### config.mk
export PLATFORM = sky130hd
export DESIGN_NAME = msb_priority_encoder_seq
export DESIGN_NICKNAME = d
export VERILOG_FILES = /design/src/rtl/msb_priority_encoder_seq.sv
export SDC_FILE = /design/constraint.sdc
export NUM_CORES = 1
export LEC_CHECK = 0
export CELL_PAD_IN_SITES_DETAIL_PLACEMENT = 1
export CELL_PAD_IN_SITES_GLOBAL_PLACEMENT = 2
export CORE_AREA = 3 3 43 84
export CTS_BUF_LIST = sky130_fd_sc_hd__clkbuf_4 sky130_fd_sc_hd__clkbuf_8 sky130_fd_sc_hd__clkbuf_16
export CTS_CLUSTER_DIAMETER = 100
export CTS_CLUSTER_SIZE = 16
export DETAILED_ROUTE_END_ITERATION = 8
export DIE_AREA = 0 0 46 87
export PLACE_DENSITY_LB_ADDON = 0.15
export SLEW_MARGIN = 5
export SYNTH_ARGS = -nofsm -noshare
export SYNTH_HDL_FRONTEND = slang
export SYNTH_SLANG_ARGS = --single-unit
### constraint.sdc
create_clock -name clk -period 1.5 [get_ports clk]
set_input_delay 0.3 -clock clk [delete_from_list [all_inputs] [get_ports clk]]
set_output_delay 0.3 -clock clk [all_outputs]
set_load 0.005 [all_outputs]
### src/rtl/msb_priority_encoder_seq.sv
// Registered N-input MSB-first priority encoder with pending-request buffer and valid/ready output.
// Optional rotating priority is selected by defining PENC_RR_EN.
module msb_priority_encoder_seq #(
    parameter int unsigned N = 8,
    parameter int unsigned W = $clog2(N)
) (
    input  logic         clk,
    input  logic         rst_n,
    input  logic [N-1:0] req,
    input  logic         ready,
    output logic [W-1:0] y,
    output logic         valid,
    output logic         pend_any
);

    typedef enum logic {
        IDLE = 1'b0,
        HOLD = 1'b1
    } state_e;

    state_e       state_q, state_d;
    logic [N-1:0] pend_q, pend_d;
    logic [W-1:0] y_q, y_d;
    logic         pend_any_q, pend_any_d;
    logic [N-1:0] cand;
    logic [N-1:0] sel_oh;
    logic [W-1:0] sel_idx;
    logic         load;

`ifdef PENC_RR_EN
    logic [W-1:0] ptr_q, ptr_d;

    // Search ptr-1 down to 0, then wrap from N-1 down to ptr.
    function automatic logic [W-1:0] sel_rr(input logic [N-1:0] c, input logic [W-1:0] ptr);
        logic [W-1:0] s;
        logic         found;
        int unsigned  idx;
        s     = '0;
        found = 1'b0;
        for (int unsigned k = 1; k <= N; k++) begin
            idx = (32'(ptr) + N - k) % N;
            if (!found && c[idx]) begin
                s     = W'(idx);
                found = 1'b1;
            end
        end
        return s;
    endfunction
`else
    function automatic logic [W-1:0] sel_fixed(input logic [N-1:0] c);
        logic [W-1:0] s;
        s = '0;
        for (int unsigned i = 0; i < N; i++) begin
            if (c[i]) s = W'(i);
        end
        return s;
    endfunction
`endif

    always_ff @(posedge clk) begin
        if (!rst_n) begin
            state_q    <= IDLE;
            pend_q     <= '0;
            y_q        <= '0;
            pend_any_q <= 1'b0;
`ifdef PENC_RR_EN
            ptr_q      <= '0;
`endif
        end else begin
            state_q    <= state_d;
            pend_q     <= pend_d;
            y_q        <= y_d;
            pend_any_q <= pend_any_d;
`ifdef PENC_RR_EN
            ptr_q      <= ptr_d;
`endif
        end
    end

    always_comb begin
        cand = pend_q | req;
        load = ((state_q == IDLE) || ready) && (cand != '0);
`ifdef PENC_RR_EN
        sel_idx = sel_rr(cand, ptr_q);
`else
        sel_idx = sel_fixed(cand);
`endif
        sel_oh          = '0;
        sel_oh[sel_idx] = 1'b1;
    end

    always_comb begin
        state_d = state_q;
        if (load) begin
            state_d = HOLD;
        end else if ((state_q == HOLD) && ready) begin
            state_d = IDLE;
        end
    end

    // A fresh request for a bit that was already pending and is served now
    // stays pending, so the new event gets its own later service.
    always_comb begin
        pend_d = cand;
        y_d    = y_q;
`ifdef PENC_RR_EN
        ptr_d  = ptr_q;
`endif
        if (load) begin
            pend_d = (cand & ~sel_oh) | (req & pend_q & sel_oh);
            y_d    = sel_idx;
`ifdef PENC_RR_EN
            ptr_d  = sel_idx;
`endif
        end
        pend_any_d = (pend_d != '0);
    end

    always_comb begin
        valid    = (state_q == HOLD);
        y        = y_q;
        pend_any = pend_any_q;
    end

endmodule

==> results of run 1 <==
[registers in the layout, summed over array words and instances, names as in the netlist]
signal and count:
pend_q 8, valid 1, pend_any 1, y 3
[layer usage]
metal | vias up | wire length, µm
li1 | 470 | -
met1 | 469 | 1030
met2 | 15 | 1890
met3 | 5 | 48
met4 | 0 | 53
met5 | - | 0
[cell families (layout without fill, tap and decap cells)]
| logic type | count (synthesis) | count (layout) |
|---|---|---|
| AND/OR/NAND/NOR | 50 | 50 |
| AO/OA/AOI/OAI | 24 | 24 |
| adder cells (fa/ha/maj) | 4 | 4 |
| flip-flops | 13 | 13 |
| buffers and inverters | 2 | 64 |
[metrics by stage]
stage,cells,util
after floorplan,93,-
after global placement,174,0.404
after detailed placement,174,0.404
after CTS,182,0.473
after global routing,185,0.498
final,185,0.498
[final cells by class]
type                            count  share of cell area
Inverter                            1             0.00250
Timing Repair Buffer               59               0.330
Tap cell                           30              0.0250
Multi-Input combinational cell     78               0.425
Clock buffer                        4              0.0325
Sequential cell                    13               0.184
[cell usage after synthesis (all sizes together)]
master / instances
nand2b: 1
inv: 1
o31ai: 2
o311ai: 1
nor4b: 1
maj3: 4
or3: 1
a21boi: 1
clkbuf: 1
nor2b: 1
a311oi: 1
a21oi: 10
nor3: 5
nor2: 15
or2b: 1
dfxtp: 13
a31oi: 1
nand3b: 1
and3: 1
and2: 3
a211oi: 1
nand2: 11
nand3: 3
o32ai: 1
o21ai: 5
nor4: 6
a41o: 1
[worst max path at each step]
stage	start	endpoint	cells past startpoint
final	pend_q[6]$_SDFF_PN0_	pend_any$_SDFF_PN0_	6
after global routing	pend_q[6]$_SDFF_PN0_	pend_any$_SDFF_PN0_	6
after CTS	pend_q[3]$_SDFF_PN0_	pend_any$_SDFF_PN0_	7
after detailed placement	req[7]	pend_any$_SDFF_PN0_	7
after global placement	req[5]	pend_any$_SDFF_PN0_	9
after floorplan	req[7]	pend_any$_SDFF_PN0_	6
[power by group through the flow]
stage / Sequential, mW / Combinational [mW] / Clock [mW]
floorplan: 0.404 / 0.0928 / 0
global placement: 0.401 / 0.266 / 0
detailed placement: 0.403 / 0.272 / 0
CTS: 0.401 / 0.305 / 0.364
global route: 0.403 / 0.354 / 0.373
finish: 0.400 / 0.326 / 0.357
[what timing repair did]
item / 4_1_cts / 5_1_grt
endpoints found under the setup margin: 12 / 9
pin swaps: 14 / 7
buffers inserted: 5 / 3
gates resized for setup: 40 / 13
[worst reg2reg max path, stage by stage, from the launching register on]
cell and delay, ps:
dfxtp_4 370, nor4_4 330, nand3_1 150, maj3_2 360
nor3_2 120, o32ai_1 100, nand3b_1 160
==> results.md, run 1 <==
* Clk buf depth at 2
* Post-synthesis cell count at just over 90
* Max incr delay on CP at 370 ps
* PnR worst setup slack at -193 ps
* Area Growth Syn to Fin at 99.8%
* Core area at roughly 3000 µm²
* Post-Synth XOR/XNOR Area at 0
* Comb pwr share at 0.301
* Fmax at 0.591 GHz
* Leak Pwr at 0.638 nW
* Pin count of the biggest net entering global routing at 8
* Outcome: complete, but fails checks
* First-pass GRT wire length at 4.97 mm
* Commonest non-fill, non-tap cell in the layout: buf_4
* Adder-cell share of the synthesized area at 0.0567
* Layout cells sized above 1 at 0.523
* P_sw at 0.325 mW
* Hold Path Depth at 2
* PD cells at 721 nW/µm²
* Routed vias at around 960
* RR Endpoint: pend_any$_SDFF_PN0_
* Clk Latency, worst-skew pair at ~250 ps
* Clock Root Buffer: clkbuf_8
* # DRC at 0
* Vias/cell at 5.18
* Final Hold Viols at 0
* Multi-input gate area at 638 µm²
* Crit path cell chain: nor4_4, nand3_1, maj3_2, nor3_2, o32ai_1, nand3b_1
* Die area at roughly 4000 µm²
* Clock Skew at 2.75 ps
* # port buffers at 15
* Worst Path Max Fanout at 5
* Horiz. Die Dim at 46 µm
* Met2 GRT Util at 0.348
* Post-DP HPWL at 2.28 mm
* Post-synth top area share at 0.347
* Slew @ Worst Pin at 327 ps
* Post-synthesis mux area share at 0
* Clock-pin slew on the worst setup and hold paths at 60 ps
* Crit Path Category: reg -> reg
* Hold WC Path Type: reg -> reg
* Unrepaired setup endpoints after global routing: true
* Internal power at roughly 0.76 mW
* Sequential cell area at 277 µm²
* Post-route cell area at 1500 µm²
* Routed len/inst at 16.4 µm
* Post-DP Area at 1220 µm²
* Critical hold path startpoint: y[0]$_SDFFE_PN0N_
* Crit path max-delay family: simple AND/OR/NAND/NOR gates
* Slew Limit Fails at 0
* H-tree depth at 1
* CP required at 1640 ps
* Synth area leaders: dfxtp_1 (35%), nor2_1 (7.5%), a21oi_1 (6.7%)
* Slew HR at 0.782
* Post-synthesis sequential area ratio at 0.347
* GRT busiest layer: met2
* Crit path DAT at 1830 ps
* I/O Pins at 16
* GR Util met3 at 0.0186
* Cell area after synthesis at 751 µm²
* CP bufs+invs at 0
* DIE HEIGHT at 87 µm
* Grt met1 use at 0.158
* Reg2reg setup slack at -190 ps
* Total track usage at 0.172
* Tcrit/Tclk final at 1.13
* Syn_area_per_cell at 8.07 µm²
* Final Setup Violations at 5
* Largest family of logic cells by synthesized area: simple AND/OR/NAND/NOR gates
* Syn nets at 104
* Clock sink total at 13
* CP Capture Type: register
* ANT nets after route at 0
* Clock power frac at 0.330
* Compound-Gate Fraction of Synth Area at 0.197
* Sequential power share at 0.369
* Gp weighted congestion at 0.811
* First-pass DRT Iterations at 4
* Synthesis-stage register bit count at 13
* Pre-CTS setup slack at -753 ps
* Initial antenna violation count at 0
* CTS tree: built
* WL final at 3.03 mm
* Post-layout minimum cycle time at about 1700 ps
* Simple-Gate Fraction of Synth Area at 0.390
* Hold-fix buffers, CTS at 0
* Hold endpoint: y[0]$_SDFFE_PN0N_
* Failing checks: negative setup slack
* Post-synth cell types at 32
* CTS Buf Count at 3
* Synth area leader: dfxtp_1
* Gr ovfl total at 0
* Most frequent cells in the layout: buf_4 (40), nor2_1 (10), a21oi_1 (9), nand2_1 (8)
* Starting Density at 0.249
* Hold WS at 505 ps
* Vias in the first global route at approximately 1100
* Max-Cap Viols at 0
* Filler instances at 353
* Antenna cells at 0
* DR iter-0 viols at 6
* Worst R2R Start: pend_q[6]$_SDFF_PN0_
* Cell Rows at 28
* Fin Setup TNS at -552 ps
* Crit start category: register
* Total power at 1.08 mW
* Ys Warns at 0
* Final net count at 167
* Cells on worst reg2reg path at 6
* Peak VDD IR at 364 µV
* Sw frac at 0.300
* Slowest library cell on the worst path: dfxtp_4
(Power assumes the default switching activity.)
==> run 2, diff against run 1 <==
--- a/config.mk
+++ b/config.mk
@@ -5,14 +5,15 @@
 export SDC_FILE = /design/constraint.sdc
 export NUM_CORES = 1
 export LEC_CHECK = 0
+export ABC_AREA = 1
 export CELL_PAD_IN_SITES_DETAIL_PLACEMENT = 1
 export CELL_PAD_IN_SITES_GLOBAL_PLACEMENT = 2
-export CORE_AREA = 3 3 43 84
+export CORE_AREA = 3 3 44 85
 export CTS_BUF_LIST = sky130_fd_sc_hd__clkbuf_4 sky130_fd_sc_hd__clkbuf_8 sky130_fd_sc_hd__clkbuf_16
 export CTS_CLUSTER_DIAMETER = 100
 export CTS_CLUSTER_SIZE = 16
 export DETAILED_ROUTE_END_ITERATION = 8
-export DIE_AREA = 0 0 46 87
+export DIE_AREA = 0 0 47 88
 export PLACE_DENSITY_LB_ADDON = 0.15
 export SLEW_MARGIN = 5
 export SYNTH_ARGS = -nofsm -noshare
==> results.md, run 2 <==
* Total power at between 1 and 1.5 mW
* Worst R2R Start: pend_q[4]$_SDFF_PN0_
* Layout cells sized above 1 at 0.549
* Hold WS at 464 ps
* I/O Pins at 16
* Reg2reg setup slack at ~4.4 ps
* Area Growth Syn to Fin at 94.5%
* Most frequent cells in the layout: buf_4 (34), nand2_1 (17), nand2_2 (11), inv_1 (11), nor2_1 (9)
* Predominant post-synthesis flop cell: dfxtp_1
* Largest register FFs at 8
* Crit start category: register
* Ys Warns at 0
* Crit path DAT at 1630 ps
* Cells on worst reg2reg path at 12
* RR Endpoint: pend_any$_SDFF_PN0_
* Post-synth top area share at 0.369
* Synth async-reset ratio at 0
* Post-synthesis cell count at 106
* Post-synth cell types at 20
* Fmax at 0.669 GHz
* CTS Buf Count at 3
* Synth cell count leaders: nand2_1 (27), nor2_1 (17), dfxtp_1 (13)
* Max-Cap Viols at 0
* First-pass GRT wire length at approximately 4.0 mm
* Hold Path Depth at 2
* Most common cell in the synthesized netlist: nand2_1
* Gp weighted congestion at 0.726
* Syn_area_per_cell at 6.65 µm²
* Outcome: complete, no violations
* Number of enable flip-flop cells after synthesis at 0
* Clock Skew at 0.440 ps
* Post-layout minimum cycle time at 1500 ps
* Peak VDD IR at 409 µV
* ANT nets after route at 0
* Post-synthesis sequential area ratio at 0.369
* Synth area leaders: dfxtp_1 (37%), nand2_1 (14%), nor2_1 (9.1%)
* Fin Setup TNS at 0 ps
* Clock sink total at 13
* Clock Root Buffer: clkbuf_8
* Clk Latency, worst-skew pair at 250 ps
* DR iter-0 viols at 0
* Leak Pwr at between 0.6 and 0.7 nW
* CP Capture Type: register
* WL final at 2.55 mm
* Vias/cell at 4.60
* Routed vias at a little under 900
* Tcrit/Tclk final at 0.997
* PD cells at roughly 770 nW/µm²
* Gr ovfl total at 0
* Top reg by flops: pend_q
* Initial antenna violation count at 0
* PnR worst setup slack at 4.44 ps
* Syn nets at 117
* Clk buf depth at 2
* First-pass DRT Iterations at 1
* Total track usage at 0.135
* Fin util at 0.429
* Pin count of the biggest net entering global routing at 10
* Crit Path Category: reg -> reg
* Horiz. Die Dim at 47 µm
* # DRC at 0
* Final Hold Viols at 0
* DIE HEIGHT at 88 µm
* Final Setup Violations at 0
* Synthesis-stage register bit count at 13
* Clock-pin slew on the worst setup and hold paths at 60 ps
* # port buffers at 15
* Cell area after synthesis at 704 µm²
* Die area at 4140 µm²
* CP required at 1640 ps
* Critical hold path startpoint: y[2]$_SDFFE_PN0N_
* Hold endpoint: y[2]$_SDFFE_PN0N_
* Pre-CTS setup slack at -545 ps
* Hold-fix buffers, CTS at 0
* Unrepaired setup endpoints after global routing: true
* Core area at 3190 µm²
* Slew Limit Fails at 0
* Antenna cells at 0
* Slew @ Worst Pin at between 200 and 250 ps
* Final net count at 174
* Worst Path Max Fanout at 3
* Synth area leader: dfxtp_1
* Cell Rows at 29
* Commonest non-fill, non-tap cell in the layout: buf_4
* Starting Density at 0.221
* CTS tree: built
* Hold WC Path Type: reg -> reg
* H-tree depth at 1
* Vias in the first global route at roughly 900
* Post-DP HPWL at 1.77 mm
* Slew HR at 0.860
* Routed len/inst at 13.2 µm
[run 2: how the worst max path moves through the flow]
| stage | from | endpoint |
|---|---|---|
| detailed placement | req[3] | pend_any$_SDFF_PN0_ |
| finish | pend_q[4]$_SDFF_PN0_ | pend_any$_SDFF_PN0_ |
| global placement | req[3] | pend_any$_SDFF_PN0_ |
| global route | pend_q[4]$_SDFF_PN0_ | pend_any$_SDFF_PN0_ |
| floorplan | pend_q[7]$_SDFF_PN0_ | pend_any$_SDFF_PN0_ |
| CTS | pend_q[6]$_SDFF_PN0_ | pend_q[2]$_SDFF_PN0_ |
[run 2: power breakdown]
part | switching [mW] | internal [mW] | leakage (nW)
Combinational | 0.142 | 0.170 | 0.497
Sequential | 0.0196 | 0.374 | 0.111
Clock | 0.143 | 0.206 | 0.0262
Total | 0.305 | 0.750 | 0.634
[run 2: routing by layer]
metal	up-vias	routed length [µm]	track usage
li1	446	-	-
met5	-	0	0
met1	424	884	0.135
met2	12	1560	0.258
met4	0	46	0.0529
met3	5	63	0.0185
[run 2: cell families (layout without fill, tap and decap cells)]
group	Yosys count	count (layout)	share of synthesized area
AO/OA/AOI/OAI	15	15	0.117
buffers and inverters	16	72	0.103
AND/OR/NAND/NOR	62	62	0.410
flip-flops	13	13	0.369
[run 2: what timing repair did]
action                     in CTS  in global routing
setup endpoints to repair      11                 10
hold endpoints to repair        0                  0
gates cloned                    1                  0
pin swaps                      25                  8
buffers inserted               15                  1
gates resized for setup        45                 15
[run 2: final cells by class]
type	count	area, µm²
Fill cell	399	1820
Multi-Input combinational cell	77	492
Timing Repair Buffer	52	445
Sequential cell	13	269
Inverter	15	68.8
Clock buffer	4	48.8
Tap cell	31	38.8
Timing Repair inverter	1	7.51
[run 2: stage by stage]
step / cell area [µm²] / cells
finish: 1370 / 193
detailed placement: 1050 / 174
CTS: 1310 / 192
floorplan: 704 / 106
global placement: 1050 / 174
global route: 1370 / 193
[run 2: worst max-delay path, stage by stage (launching register included)]
cell     delay, ps
dfxtp_2        330
nor2_4         120
buf_4          120
buf_6           90
nand2_1         50
nand2_1         70
nand2_2         90
nand2_4        100
nand3_2         70
nand2_2         70
nand2_1         60
nor2_2         120
a21oi_1         80
